<file path="src/rtl/instr_encoder_loader_pkg.sv">
// Shared definitions for the instruction encoder/loader: format codes,
// RV32I base opcodes and the byte-writer FSM states.
package instr_encoder_loader_pkg;

  // Instruction format selector values; 6 and 7 are not defined.
  localparam logic [2:0] FMT_R  = 3'd0;
  localparam logic [2:0] FMT_I  = 3'd1;
  localparam logic [2:0] FMT_S  = 3'd2;
  localparam logic [2:0] FMT_SB = 3'd3;
  localparam logic [2:0] FMT_U  = 3'd4;
  localparam logic [2:0] FMT_UJ = 3'd5;

  // RV32I major opcodes, one representative per format.
  localparam logic [6:0] OPC_OP     = 7'h33;
  localparam logic [6:0] OPC_OP_IMM = 7'h13;
  localparam logic [6:0] OPC_STORE  = 7'h23;
  localparam logic [6:0] OPC_BRANCH = 7'h63;
  localparam logic [6:0] OPC_LUI    = 7'h37;
  localparam logic [6:0] OPC_JAL    = 7'h6F;

  typedef enum logic [2:0] {
    ST_IDLE = 3'd0,
    ST_WR0  = 3'd1,
    ST_WR1  = 3'd2,
    ST_WR2  = 3'd3,
    ST_WR3  = 3'd4,
    ST_FULL = 3'd5
  } state_e;

  // Branch and jump offsets are halfword-aligned; bit 0 cannot be encoded.
  function automatic logic fmt_drops_imm0(input logic [2:0] f);
    return (f == FMT_SB) || (f == FMT_UJ);
  endfunction

endpackage

</file>
<file path="src/rtl/rv_field_encoder.sv">
// Combinational RV32I field packer: turns a format code, register/function
// fields and an immediate into one 32-bit machine word.
module rv_field_encoder
  import instr_encoder_loader_pkg::*;
(
  input  logic        [2:0]  i_fmt,
  input  logic        [6:0]  i_opcode,
  input  logic        [4:0]  i_rd,
  input  logic        [2:0]  i_func3,
  input  logic        [4:0]  i_rs1,
  input  logic        [4:0]  i_rs2,
  input  logic        [6:0]  i_func7,
  input  logic signed [31:0] i_imm,
  output logic        [31:0] o_word,
  output logic               o_fmt_invalid
);

  // Select the bit layout for the requested format; immediates are truncated.
  always_comb begin
    o_word        = '0;
    o_fmt_invalid = 1'b0;
    case (i_fmt)
      FMT_R:  o_word = {i_func7, i_rs2, i_rs1, i_func3, i_rd, i_opcode};
      FMT_I:  o_word = {i_imm[11:0], i_rs1, i_func3, i_rd, i_opcode};
      FMT_S:  o_word = {i_imm[11:5], i_rs2, i_rs1, i_func3, i_imm[4:0], i_opcode};
      FMT_SB: o_word = {i_imm[12], i_imm[10:5], i_rs2, i_rs1, i_func3,
                        i_imm[4:1], i_imm[11], i_opcode};
      FMT_U:  o_word = {i_imm[31:12], i_rd, i_opcode};
      FMT_UJ: o_word = {i_imm[20], i_imm[10:1], i_imm[11], i_imm[19:12],
                        i_rd, i_opcode};
      default: o_fmt_invalid = 1'b1;
    endcase
  end

endmodule

</file>
<file path="src/rtl/instr_encoder_loader.sv">
// Program loader: accepts one instruction field set at a time, encodes it and
// streams the word little-endian into byte-addressed instruction memory,
// one byte per cycle, until memory is exhausted.
module instr_encoder_loader
  import instr_encoder_loader_pkg::*;
#(
  parameter int ADDR_W    = 8,
  parameter int BASE_ADDR = 0
) (
  input  logic               clk,
  input  logic               rst_n,
  input  logic               clr,
  input  logic               in_valid,
  output logic               in_ready,
  input  logic [2:0]         fmt,
  input  logic [6:0]         opcode,
  input  logic [4:0]         rd,
  input  logic [2:0]         func3,
  input  logic [4:0]         rs1,
  input  logic [4:0]         rs2,
  input  logic [6:0]         func7,
  input  logic signed [31:0] imm,
  output logic               mem_we,
  output logic [ADDR_W-1:0]  mem_addr,
  output logic [7:0]         mem_wdata,
  output logic [31:0]        instr_out,
  output logic [ADDR_W-2:0]  word_cnt,
  output logic               done,
  output logic               full,
  output logic               err
);

  localparam logic [ADDR_W-1:0] LP_BASE = ADDR_W'(BASE_ADDR);

  state_e              r_state;
  state_e              w_state_nxt;
  logic [ADDR_W-1:0]   r_ptr;
  logic [ADDR_W-2:0]   r_word_cnt;
  logic [31:0]         r_instr;
  logic                r_done;
  logic                r_full;
  logic                r_err;

  logic [31:0]         w_word;
  logic                w_fmt_invalid;
  logic                w_accept;
  logic                w_take_word;
  logic                w_odd_imm;
  logic [1:0]          w_byte_idx;
  logic [ADDR_W-1:0]   w_ptr_next;
  logic                w_wrap;

  rv_field_encoder u_enc (
    .i_fmt         (fmt),
    .i_opcode      (opcode),
    .i_rd          (rd),
    .i_func3       (func3),
    .i_rs1         (rs1),
    .i_rs2         (rs2),
    .i_func7       (func7),
    .i_imm         (imm),
    .o_word        (w_word),
    .o_fmt_invalid (w_fmt_invalid)
  );

  assign w_accept    = in_valid && in_ready;
  assign w_take_word = w_accept && !w_fmt_invalid;
  assign w_odd_imm   = fmt_drops_imm0(fmt) && imm[0];
  assign w_ptr_next  = r_ptr + ADDR_W'(4);
  // The last word slot is reached when the advanced pointer wraps to zero.
  assign w_wrap      = (w_ptr_next == '0);

  // State register; async reset returns to IDLE so in_ready rises on release.
  always_ff @(posedge clk or negedge rst_n) begin
    if (!rst_n) begin
      r_state <= ST_IDLE;
    end else begin
      r_state <= w_state_nxt;
    end
  end

  // Next-state decode plus handshake and byte-lane selection for the memory port.
  always_comb begin
    w_state_nxt = r_state;
    in_ready    = 1'b0;
    mem_we      = 1'b0;
    w_byte_idx  = 2'd0;
    case (r_state)
      ST_IDLE: begin
        // A clear in the same cycle would discard the word, so refuse it.
        in_ready = rst_n && !clr;
        if (w_take_word) begin
          w_state_nxt = ST_WR0;
        end
      end
      ST_WR0: begin
        mem_we      = 1'b1;
        w_byte_idx  = 2'd0;
        w_state_nxt = ST_WR1;
      end
      ST_WR1: begin
        mem_we      = 1'b1;
        w_byte_idx  = 2'd1;
        w_state_nxt = ST_WR2;
      end
      ST_WR2: begin
        mem_we      = 1'b1;
        w_byte_idx  = 2'd2;
        w_state_nxt = ST_WR3;
      end
      ST_WR3: begin
        mem_we      = 1'b1;
        w_byte_idx  = 2'd3;
        w_state_nxt = w_wrap ? ST_FULL : ST_IDLE;
      end
      ST_FULL: begin
        w_state_nxt = ST_FULL;
      end
      default: begin
        w_state_nxt = ST_IDLE;
      end
    endcase
    if (clr) begin
      w_state_nxt = ST_IDLE;
    end
  end

  assign mem_addr  = r_ptr + ADDR_W'(w_byte_idx);
  assign mem_wdata = mem_we ? r_instr[{w_byte_idx, 3'b000} +: 8] : 8'h00;

  // Pointer, word counter and full flag advance once the fourth byte is written.
  always_ff @(posedge clk or negedge rst_n) begin
    if (!rst_n) begin
      r_ptr      <= LP_BASE;
      r_word_cnt <= '0;
      r_full     <= 1'b0;
    end else if (clr) begin
      r_ptr      <= LP_BASE;
      r_word_cnt <= '0;
      r_full     <= 1'b0;
    end else if (r_state == ST_WR3) begin
      r_ptr      <= w_ptr_next;
      r_word_cnt <= r_word_cnt + (ADDR_W-1)'(1);
      if (w_wrap) begin
        r_full <= 1'b1;
      end
    end
  end

  // Latch the encoded word on a valid accept; dropped formats leave it untouched.
  always_ff @(posedge clk or negedge rst_n) begin
    if (!rst_n) begin
      r_instr <= '0;
    end else if (w_take_word) begin
      r_instr <= w_word;
    end
  end

  // Sticky error: undefined format, or an odd branch/jump offset.
  always_ff @(posedge clk or negedge rst_n) begin
    if (!rst_n) begin
      r_err <= 1'b0;
    end else if (clr) begin
      r_err <= 1'b0;
    end else if (w_accept && (w_fmt_invalid || w_odd_imm)) begin
      r_err <= 1'b1;
    end
  end

  // One-cycle completion pulse following the last byte of a word.
  always_ff @(posedge clk or negedge rst_n) begin
    if (!rst_n) begin
      r_done <= 1'b0;
    end else begin
      r_done <= (r_state == ST_WR3) && !clr;
    end
  end

  assign instr_out = r_instr;
  assign word_cnt  = r_word_cnt;
  assign done      = r_done;
  assign full      = r_full;
  assign err       = r_err;

endmodule

</file>
<file path="config.mk">
export PLATFORM = sky130hd
export DESIGN_NAME = instr_encoder_loader
export DESIGN_NICKNAME = d
export VERILOG_FILES = /design/src/rtl/instr_encoder_loader_pkg.sv /design/src/rtl/rv_field_encoder.sv /design/src/rtl/instr_encoder_loader.sv
export SDC_FILE = /design/constraint.sdc
export NUM_CORES = 1
export LEC_CHECK = 0
export ABC_CLOCK_PERIOD_IN_PS = 2200
export CORE_AREA = 2 2 89 91
export CTS_CLUSTER_SIZE = 25
export DETAILED_ROUTE_END_ITERATION = 10
export DIE_AREA = 0 0 91 93
export MAX_ROUTING_LAYER = met4
export PLACE_DENSITY = 0.81
export SETUP_SLACK_MARGIN = 0.4
export SLEW_MARGIN = 15
export SYNTH_ARGS = -nofsm -noshare
export SYNTH_HDL_FRONTEND = slang
export SYNTH_SLANG_ARGS = --single-unit
</file>
<file path="constraint.sdc">
create_clock -name clk -period 2.2 [get_ports clk]
set_input_delay 0.22 -clock clk [delete_from_list [all_inputs] [get_ports clk]]
set_output_delay 0.22 -clock clk [all_outputs]
set_load 0.005 [all_outputs]
</file>
After elaboration in Yosys (flattened, before gate mapping) --
Index checks and enable logic that the tools add are counted.
Storage, ports and cells: bits in registers 53, input port bits 71
Operators by class: add/subtract/negate cells 3, equal/unequal tests 11, shift operators 1, mux-type cells 19, reduce and logical (&&, ||, !) cells 18
Operator list (number):
- case mux 32 bit (6 select lines) | 1
- indexed part select 32 x 6 -> 8 bit | 1
- two-way mux 8 bit | 3
- case mux 3 bit (6 select lines) | 1
- two-way mux 7 bit | 2
- equality test 3 x 2 -> 1 bit (second input constant) | 4
- equality test 3 bit (second input constant) | 4
- two-way mux 3 bit | 3
- adder 8 x 2 -> 8 bit | 1
- adder 8 x 3 -> 8 bit (second input constant) | 1
- logical NOT 8 bit | 1
- two-way mux 1 bit | 8
- adder 7 x 1 -> 7 bit (second input constant) | 1
- equality test 3 x 1 -> 1 bit (second input constant) | 2
- logical AND 1 bit | 6
- logical NOT 3 bit | 2
- case mux 2 bit (3 select lines) | 1
- nonzero test 2 bit | 3
- OR reduction 6 bit | 1
- OR reduction 4 bit | 1
- inequality test 3 bit (second input constant) | 1
- logical OR 1 bit | 2
- AND reduction 2 bit | 1
- logical NOT 1 bit | 1

Depth between registers and ports, before layout --
Gate-level depths: netlist (run 1).
depth after elaboration 8, depth in mapped cells 7, depth with buffers taken out 5

Hierarchy --
Synthesis (run 1) repeated with hierarchy kept, for this count alone.
Unflattened totals: cell total of the unflattened synthesis 307, area, all modules 3118.0 um^2
Modules (own cells, without submodules):
- instr_encoder_loader | times used 1, cells an instance 219, area each 2517.4 um^2, sequential area each 1276.2 um^2
- rv_field_encoder | times used 1, cells an instance 88, area each 600.6 um^2, sequential area each 0.0 um^2

Worst setup path before layout (run 1) --
Ideal clock, no wire load.
path type flip-flop to flip-flop, from register r_state[1], to register r_instr[0], in the netlist instr_out[0], arrival time 1438 ps, path slack 634 ps, stages on the path, launching flop included 6, buffers on the path 2, clock period less this slack 1566 ps, path through dfrtp_1 buf_6 nor4_4 nand4_1 buf_2 mux2_1
Between the ends: cells in the longest elaborated chain, start to end 4
RTL lines:
- start: declaration | RTL line instr_encoder_loader.sv:35 | state_e r_state;
- start signal: assignment | RTL line instr_encoder_loader.sv:78 | r_state <= w_state_nxt;
- logical NOT 3 bit | RTL line instr_encoder_loader.sv:88 | case (r_state)
- two-way mux 1 bit | RTL line instr_encoder_loader.sv:88
- logical AND 1 bit | RTL line instr_encoder_loader.sv:66 | assign w_accept = in_valid && in_ready;
- logical AND 1 bit | RTL line instr_encoder_loader.sv:67 | assign w_take_word = w_accept && !w_fmt_invalid;
- end signal: assignment | RTL line instr_encoder_loader.sv:155 | r_instr <= w_word;
- end: declaration | RTL line instr_encoder_loader.sv:39 | logic [31:0] r_instr;
Every way passes these cells. A chain may end at the register's enable or synchronous reset.

Final worst setup path (run 1) --
from register r_state[0], to register r_instr[29], in the netlist instr_out[29]
The elaborated chain is that of the path after synthesis.

==> results of run 1 <==
[layout by cell type, fill, tap and decap left out, types with 3 or more instances in the layout]
cell	instances
clkdlybuf4s50_1	117
dfrtp_1	49
nor2_1	35
mux2i_1	21
buf_4	21
nand2_1	20
nor3_1	14
o21ai_0	12
inv_1	10
buf_2	10
xnor2_1	9
xor2_1	9
a21oi_1	9
a22oi_2	8
a211oi_1	8
mux2_1	8
o2bb2ai_1	7
buf_6	7
nand2b_1	6
nand4_1	5
o22ai_1	5
a31oi_1	5
nor2b_1	5
clkbuf_8	5
o22ai_2	4
a211oi_2	4
a22oi_1	4
mux2_2	4
ha_1	4
nand3_1	3
a221oi_2	3
a221oi_1	3
o31ai_2	3
dlygate4sd2_1	3
[worst max path at each step]
stage	from	end	slack (ns)
floorplan	r_state[1]$_DFFE_PN0P_	instr_out[0]$_DFFE_PN0P_	0.63
global placement	fmt[2]	instr_out[24]$_DFFE_PN0P_	0.26
detailed placement	fmt[2]	instr_out[24]$_DFFE_PN0P_	0.23
CTS	r_state[0]$_DFFE_PN0P_	mem_wdata[5]	0.26
global route	r_state[0]$_DFFE_PN0P_	instr_out[29]$_DFFE_PN0P_	0.34
finish	r_state[0]$_DFFE_PN0P_	instr_out[29]$_DFFE_PN0P_	0.37
[cell type report]
cell class,instances,area [um^2]
Clock buffer,7,76.32
Sequential cell,51,1279
Multi-Input combinational cell,246,1841
Timing Repair Buffer,161,1519
Tap cell,102,127.6
Inverter,10,37.54
Clock inverter,1,5.005
Fill cell,657,2643
[cell usage after synthesis, types with 6 or more instances]
cell type	instances
dfrtp_1	51
nor2_1	36
mux2i_1	22
nand2_1	20
clkbuf_1	16
nor3_1	15
a211oi_1	12
a22oi_1	12
o21ai_0	12
inv_1	10
xnor2_1	10
a21oi_1	9
buf_2	9
o22ai_1	9
xor2_1	9
mux2_1	8
nand2b_1	7
nor2b_1	7
o2bb2ai_1	7
a221oi_1	6
[where the power goes]
group	total (mW)	internal, mW	switching (mW)
logic	1.03	0.625	0.400
registers	1.28	1.10	0.184
clock network	0.510	0.224	0.287
total	2.82	1.95	0.871
[sequential cells by signal, indices dropped and copies added, names as in the netlist]
name,flops
word_cnt,7
r_state,3
r_ptr,6
err,1
done,1
full,1
instr_out,32
[critical path, delay by kind of cell, from the launching register on]
family,cells,cell delay (ns)
AOI/OAI and AO/OA,2,0.38
buffers and inverters,4,0.66
DFF,1,0.41
and+or+nand+nor,2,0.26
[timing repair]
item | 4_1_cts | 5_1_grt
setup endpoints to repair | 45 | 38
endpoints found under the hold margin | 15 | 0
gates cloned | 0 | 1
setup buffers | 10 | 3
pin swaps | 9 | 7
hold buffers | 1 | 0
gates resized for setup | 50 | 33
[per-layer routing]
metal | share of wire | up-vias | global-route usage
met5 | 0 | - | -
met4 | 0.012 | 0 | 0.04798
met3 | 0.045 | 8 | 0.02498
met2 | 0.53 | 110 | 0.3944
met1 | 0.41 | 1483 | 0.2821
li1 | - | 1489 | -
[logic make-up (layout without fill, tap and decap cells)]
| group | Yosys count | after routing | synth area share |
|---|---|---|---|
| other cells | 1 | 1 | 0.001189 |
| simple gates | 101 | 101 | 0.1587 |
| flops | 51 | 51 | 0.4048 |
| mux | 34 | 34 | 0.1127 |
| xor+xnor | 19 | 19 | 0.05278 |
| fa+ha+maj | 4 | 4 | 0.01587 |
| compound gates | 87 | 87 | 0.1909 |
| buf+inv | 43 | 179 | 0.06310 |
==> impl_metrics.ini, run 1 <==
[status]
run_status = finished clean

[synth]
syn-num-nets = 415
synth.largest_area_cell = dfrtp_1
cells_taking_the_most_area_after_synthesis = dfrtp_1 40%, mux2i_1 7.0%, nor2_1 4.3%
number_of_flops_mapped_to_enable_cells_by_yosys = 0
asyncSetResetFlopFracSynth = 1.000
synth_top_area_frac = 0.4048
synth_warnings = 0
ys_seq_elements = 51
synth_top_flop_cell = dfrtp_1
synthDistinctLibCells = 43
synth_area_um2 = 3153
syn-mean-instance-area_um2 = 9.274
synth_sequential_area_ratio = 0.4048
synth_cells = 340

[floorplanning]
io-pin-count = 131
std_cell_rows = 32
design.core.area_um2 = 7527
chipWidth_um = 91
dieArea_um2 = 8463
die_y_um = 93
initial_core_util = 0.4189

[drt]
detailroute.via_count = 3090
ant_nets = 0
totalWireLength_um = 9599
route.detailed.drc = 0
route.detailed.wl_per_inst_um = 16.61
drt_iter0_drc = 131
first_pass_detailed_route_iteration_total = 5
avgViaCountPerCell = 5.346

[setup_path]
number_of_cells_on_the_worst_reg_to_reg_path = 8
max_stage_delay_ns = 0.41
critical_path.cell_chain = buf_6, buf_4, nor4_4, buf_4, nand4_1, buf_6, a221oi_1, a21oi_1
worstReg2RegEnd = instr_out[29]$_DFFE_PN0P_
worst-path-max-fanout = 20
timing.critical_path.from_type = flip-flop
worst_ep_required_time_ns = 2.37
cp-end-kind = flip-flop
crit_path_top_delay_cell = dfrtp_1
critical_path.reg2reg.startpoint = r_state[0]$_DFFE_PN0P_
crit_type = flip-flop to flip-flop
reg2reg_setup_slack_ns = 0.37
worstPathArrival_ns = 1.99

[global_route]
globalRouteTotalUtil = 0.2244
largest_net_degree_at_the_start_of_global_routing = 37
first_global_vias = 2975
globalRouteOverflowTotal = 0
initial_antenna_violation_count = 0
grt_pass1_wl_um = 14960

[power_and_ir_drop]
power_density_nw_per_um2 = 576.6
totalPowerFinal_mw = 2.817
vdd_ir_drop_max_mv = 0.2874
total_leakage_power_nw = 2.022

[place]
port_buffers = 130
gp_routability_congestion = 0.8019
detailedPlacementHpwl_um = 7148
post-place-ws_ns = 0.2348
post-place-cells = 555
dpl_cell_area_um2 = 4536

[layout]
final_stage_net_count = 550
layout-drive-gt1-share = 0.1786
num_antenna_cells = 0
post_layout_nonfiller_instances = 578
layout.core_utilization = 0.6489
final_cell_area_um2 = 4885
area_growth_pct = 54.92

[timing]
finalHoldWorstSlack_ns = 0.1223
max-slew-margin-rel = 0.5083
grt_setup_unrepaired = yes
report.final.setup_viol = 0
finalMaxSlewViolations = 0
setup-tns-final_ns = 0
final_critical_path_setup_slack_ns = 0.3731
timing.final.crit_share = 0.8304
skew_ns = 0.005098
max_freq_ghz = 0.5474
tightest_slew_ns = 0.7351
timing.final.crit_period_ns = 1.827
hold_viol_final = 0

[clock_network]
cts_tree = yes
clock_sink_count = 51
worst_skew_pair.late_latency_ns = 0.29
max-clock-path-buffers = 2
ctsHtreeMaxLevel = 2
clk_root_buffer_cell = clkbuf_8
tritoncts.num_buffers = 5
clkSlewWorstSetupHoldPaths_ns = 0.09

[worst_hold_path]
worst_hold_path_type = primary input to asynchronous set/reset pin

[run]
max-cap-violations = 0
No activity file was read; power rests on OpenSTA's default activity.
==> inputs of run 2 (changes only) <==
Settings changed: ABC_CLOCK_PERIOD_IN_PS 2200 to 1750.
Clock period 2.2 ns to 1.75 ns, I/O delays scaled along.
==> run 2 against run 1 <==
  * The run now ends with negative setup slack left
  * Global-route usage grew 4.0 points
  * Flip-flop and latch count is the same
  * Sequential share of layout area shrank 3.6 points
  * Non-clock buffer count grew 59
  * Die area is the same
  * Count of clock-buffer cells in the layout shrank 2
  * Largest power group unchanged
==> impl_metrics.ini, run 2 (synthesized netlist as in run 1, its figures left out) <==
[status]
run_status = complete, but fails checks
violations = negative setup slack

[setup_path]
crit_path_top_delay_cell = dfrtp_2
timing.critical_path.from = r_state[2]$_DFFE_PN0P_
number_of_cells_on_the_worst_reg_to_reg_path = 7
worstReg2RegEnd = instr_out[8]$_DFFE_PN0P_
critical_path_cell_count = 7
max_stage_delay_ns = 0.39
crit_type = flip-flop to output pin
worstPathArrival_ns = 1.66
critical_path.reg2reg.startpoint = r_state[2]$_DFFE_PN0P_
worst-path-max-fanout = 4
timing.critical_path.from_type = flip-flop
path_buf_inv = 4
reg2reg_setup_slack_ns = -0.07
crit_family = buffers and inverters
worst_ep_required_time_ns = 1.57
critical_path.cell_chain = buf_6, buf_12, nor2b_4, buf_4, a21o_1, ha_1, buf_2
capturing_instance_or_port_of_the_critical_path = mem_addr[1]
cp-end-kind = output pin

[drt]
drt_iter0_drc = 212
first_pass_detailed_route_iteration_total = 4
route.detailed.wl_per_inst_um = 18.60
totalWireLength_um = 11870
ant_nets = 0
route.detailed.drc = 0
detailroute.via_count = 3491
avgViaCountPerCell = 5.472

[power_and_ir_drop]
vdd_ir_drop_max_mv = 0.3569
share_of_total_power_in_combinational_logic = 0.397
power.share.sequential = 0.418
p_int_mw = 2.522
clock_group_share_of_total_power = 0.185
totalPowerFinal_mw = 3.790
total_leakage_power_nw = 2.716
switchingPower_mw = 1.268
power_density_nw_per_um2 = 663.7
power.share.switching = 0.3345

[global_route]
largest_net_degree_at_the_start_of_global_routing = 32
grt_pass1_wl_um = 17420
globalRoute.busiestLayer = met2
initial_antenna_violation_count = 0
first_global_vias = 3488
gr-usage-met2 = 0.4660
globalRouteOverflowTotal = 0
grt_util_met3 = 0.04432
grt_use_met1 = 0.3080
globalRouteTotalUtil = 0.2648

[timing]
skew_ns = 0.01207
max-slew-margin-rel = 0.5933
hold_viol_final = 0
grt_setup_unrepaired = yes
timing.final.crit_period_ns = 1.836
finalMaxSlewViolations = 0
report.final.setup_viol = 27
max_freq_ghz = 0.5447
tightest_slew_ns = 0.6078
setup-tns-final_ns = -1.056
final_critical_path_setup_slack_ns = -0.08586
timing.final.crit_share = 1.049

[floorplanning]
io-pin-count = 131
design.core.area_um2 = 7527
initial_core_util = 0.4189
die_y_um = 93
chipWidth_um = 91
std_cell_rows = 32
dieArea_um2 = 8463

[layout]
final_common_cell = clkdlybuf4s50_1
post_layout_nonfiller_instances = 638
largest_reg_flops = 32
num_antenna_cells = 0
layout.cells.most_common_list = 68 x clkdlybuf4s50_1, 63 x buf_4, 42 x dfrtp_1
final_stage_net_count = 610
area_growth_pct = 81.11
layout-drive-gt1-share = 0.3601
num-fill-cells = 515

[worst_hold_path]
worst_hold_path_type = primary input to asynchronous set/reset pin

[place]
port_buffers = 130
detailedPlacementHpwl_um = 7151
post-place-cells = 563
gp_routability_congestion = 0.8509

[clock_network]
clock_sink_count = 51
max-clock-path-buffers = 2
clkSlewWorstSetupHoldPaths_ns = 0.10
worst_skew_pair.late_latency_ns = 0.32
tritoncts.num_buffers = 5
cts_tree = yes
ctsHtreeMaxLevel = 2
clk_root_buffer_cell = clkbuf_8

[run]
max-cap-violations = 0
## run 2: cell count changes in the layout (fill, tap and decap cells not counted), moves of 6 or more
cell             delta
buf_6              +10
dfrtp_2             +7
buf_4              +42
dlygate4sd2_1      +38
clkdlybuf4s50_1    -49
nor3_2              +8
nor3_1             -11
dfrtp_1             -7
dlymetal6s2s_1      +6
## run 2: worst min-delay path by stage
stage	from	end
after floorplan	rst_n	done$_DFF_PN0_
after global placement	rst_n	err$_DFFE_PN0P_
after detailed placement	rst_n	instr_out[10]$_DFFE_PN0P_
after CTS	rst_n	r_ptr[7]$_DFFE_PN0N_
after global routing	rst_n	r_state[1]$_DFFE_PN0P_
final	rst_n	r_ptr[7]$_DFFE_PN0N_
## run 2: final cells by class
class                   count  area (um^2)  share of cell area
clock buffers               5        68.82             0.01205
clock inverters             3        18.77            0.003287
inverters                  10        37.54            0.006573
multi-input cells         247         2108              0.3692
flip-flops and latches     51         1287              0.2255
well taps                 102        127.6             0.02235
repair buffers            220         2062              0.3611
## run 2: stage by stage
stage	utilization	instance area [um^2]	hold slack [ns]	setup WS [ns]
final	0.7586	5710	0.03133	-0.08586
after global routing	0.7586	5710	0.06280	-0.2354
after CTS	0.7134	5370	0.003034	-0.01506
after detailed placement	0.6232	4691	0.2673	-0.1111
after global placement	0.6232	4691	0.2548	-0.06999
after floorplan	-	3259	-0.1206	0.09423
## run 2: power by group through the flow
stage / logic, mW / registers (mW) / clock network (mW)
6_report: 1.50 / 1.59 / 0.700
5_1_grt: 1.62 / 1.61 / 0.761
4_1_cts: 1.38 / 1.57 / 0.700
3_5_place_dp: 1.25 / 1.61 / 0
3_3_place_gp: 1.22 / 1.61 / 0
2_1_floorplan: 0.465 / 1.57 / 0
## run 2: metal layers
layer,part of all wire,vias to the layer above,wire (um)
met5,0,-,0
met4,0.030,0,356
met3,0.060,32,712
met2,0.53,154,6324
met1,0.38,1691,4473
li1,-,1614,-
## run 2: worst reg2reg max path, stage by stage (launching register included)
cell      delay [ns]
dfrtp_2         0.43
buf_6           0.13
nor4_4          0.26
buf_4           0.17
buf_6           0.11
and3_4          0.25
nor2_1          0.08
a211oi_1        0.28
## run 2: timing repair
item | in CTS | in global routing
gates cloned | 4 | 2
hold buffers | 1 | 0
pin swaps | 29 | 25
resized for setup | 156 | 43
endpoints found under the hold margin | 20 | 0
setup endpoints to repair | 105 | 67
setup buffers | 47 | 13
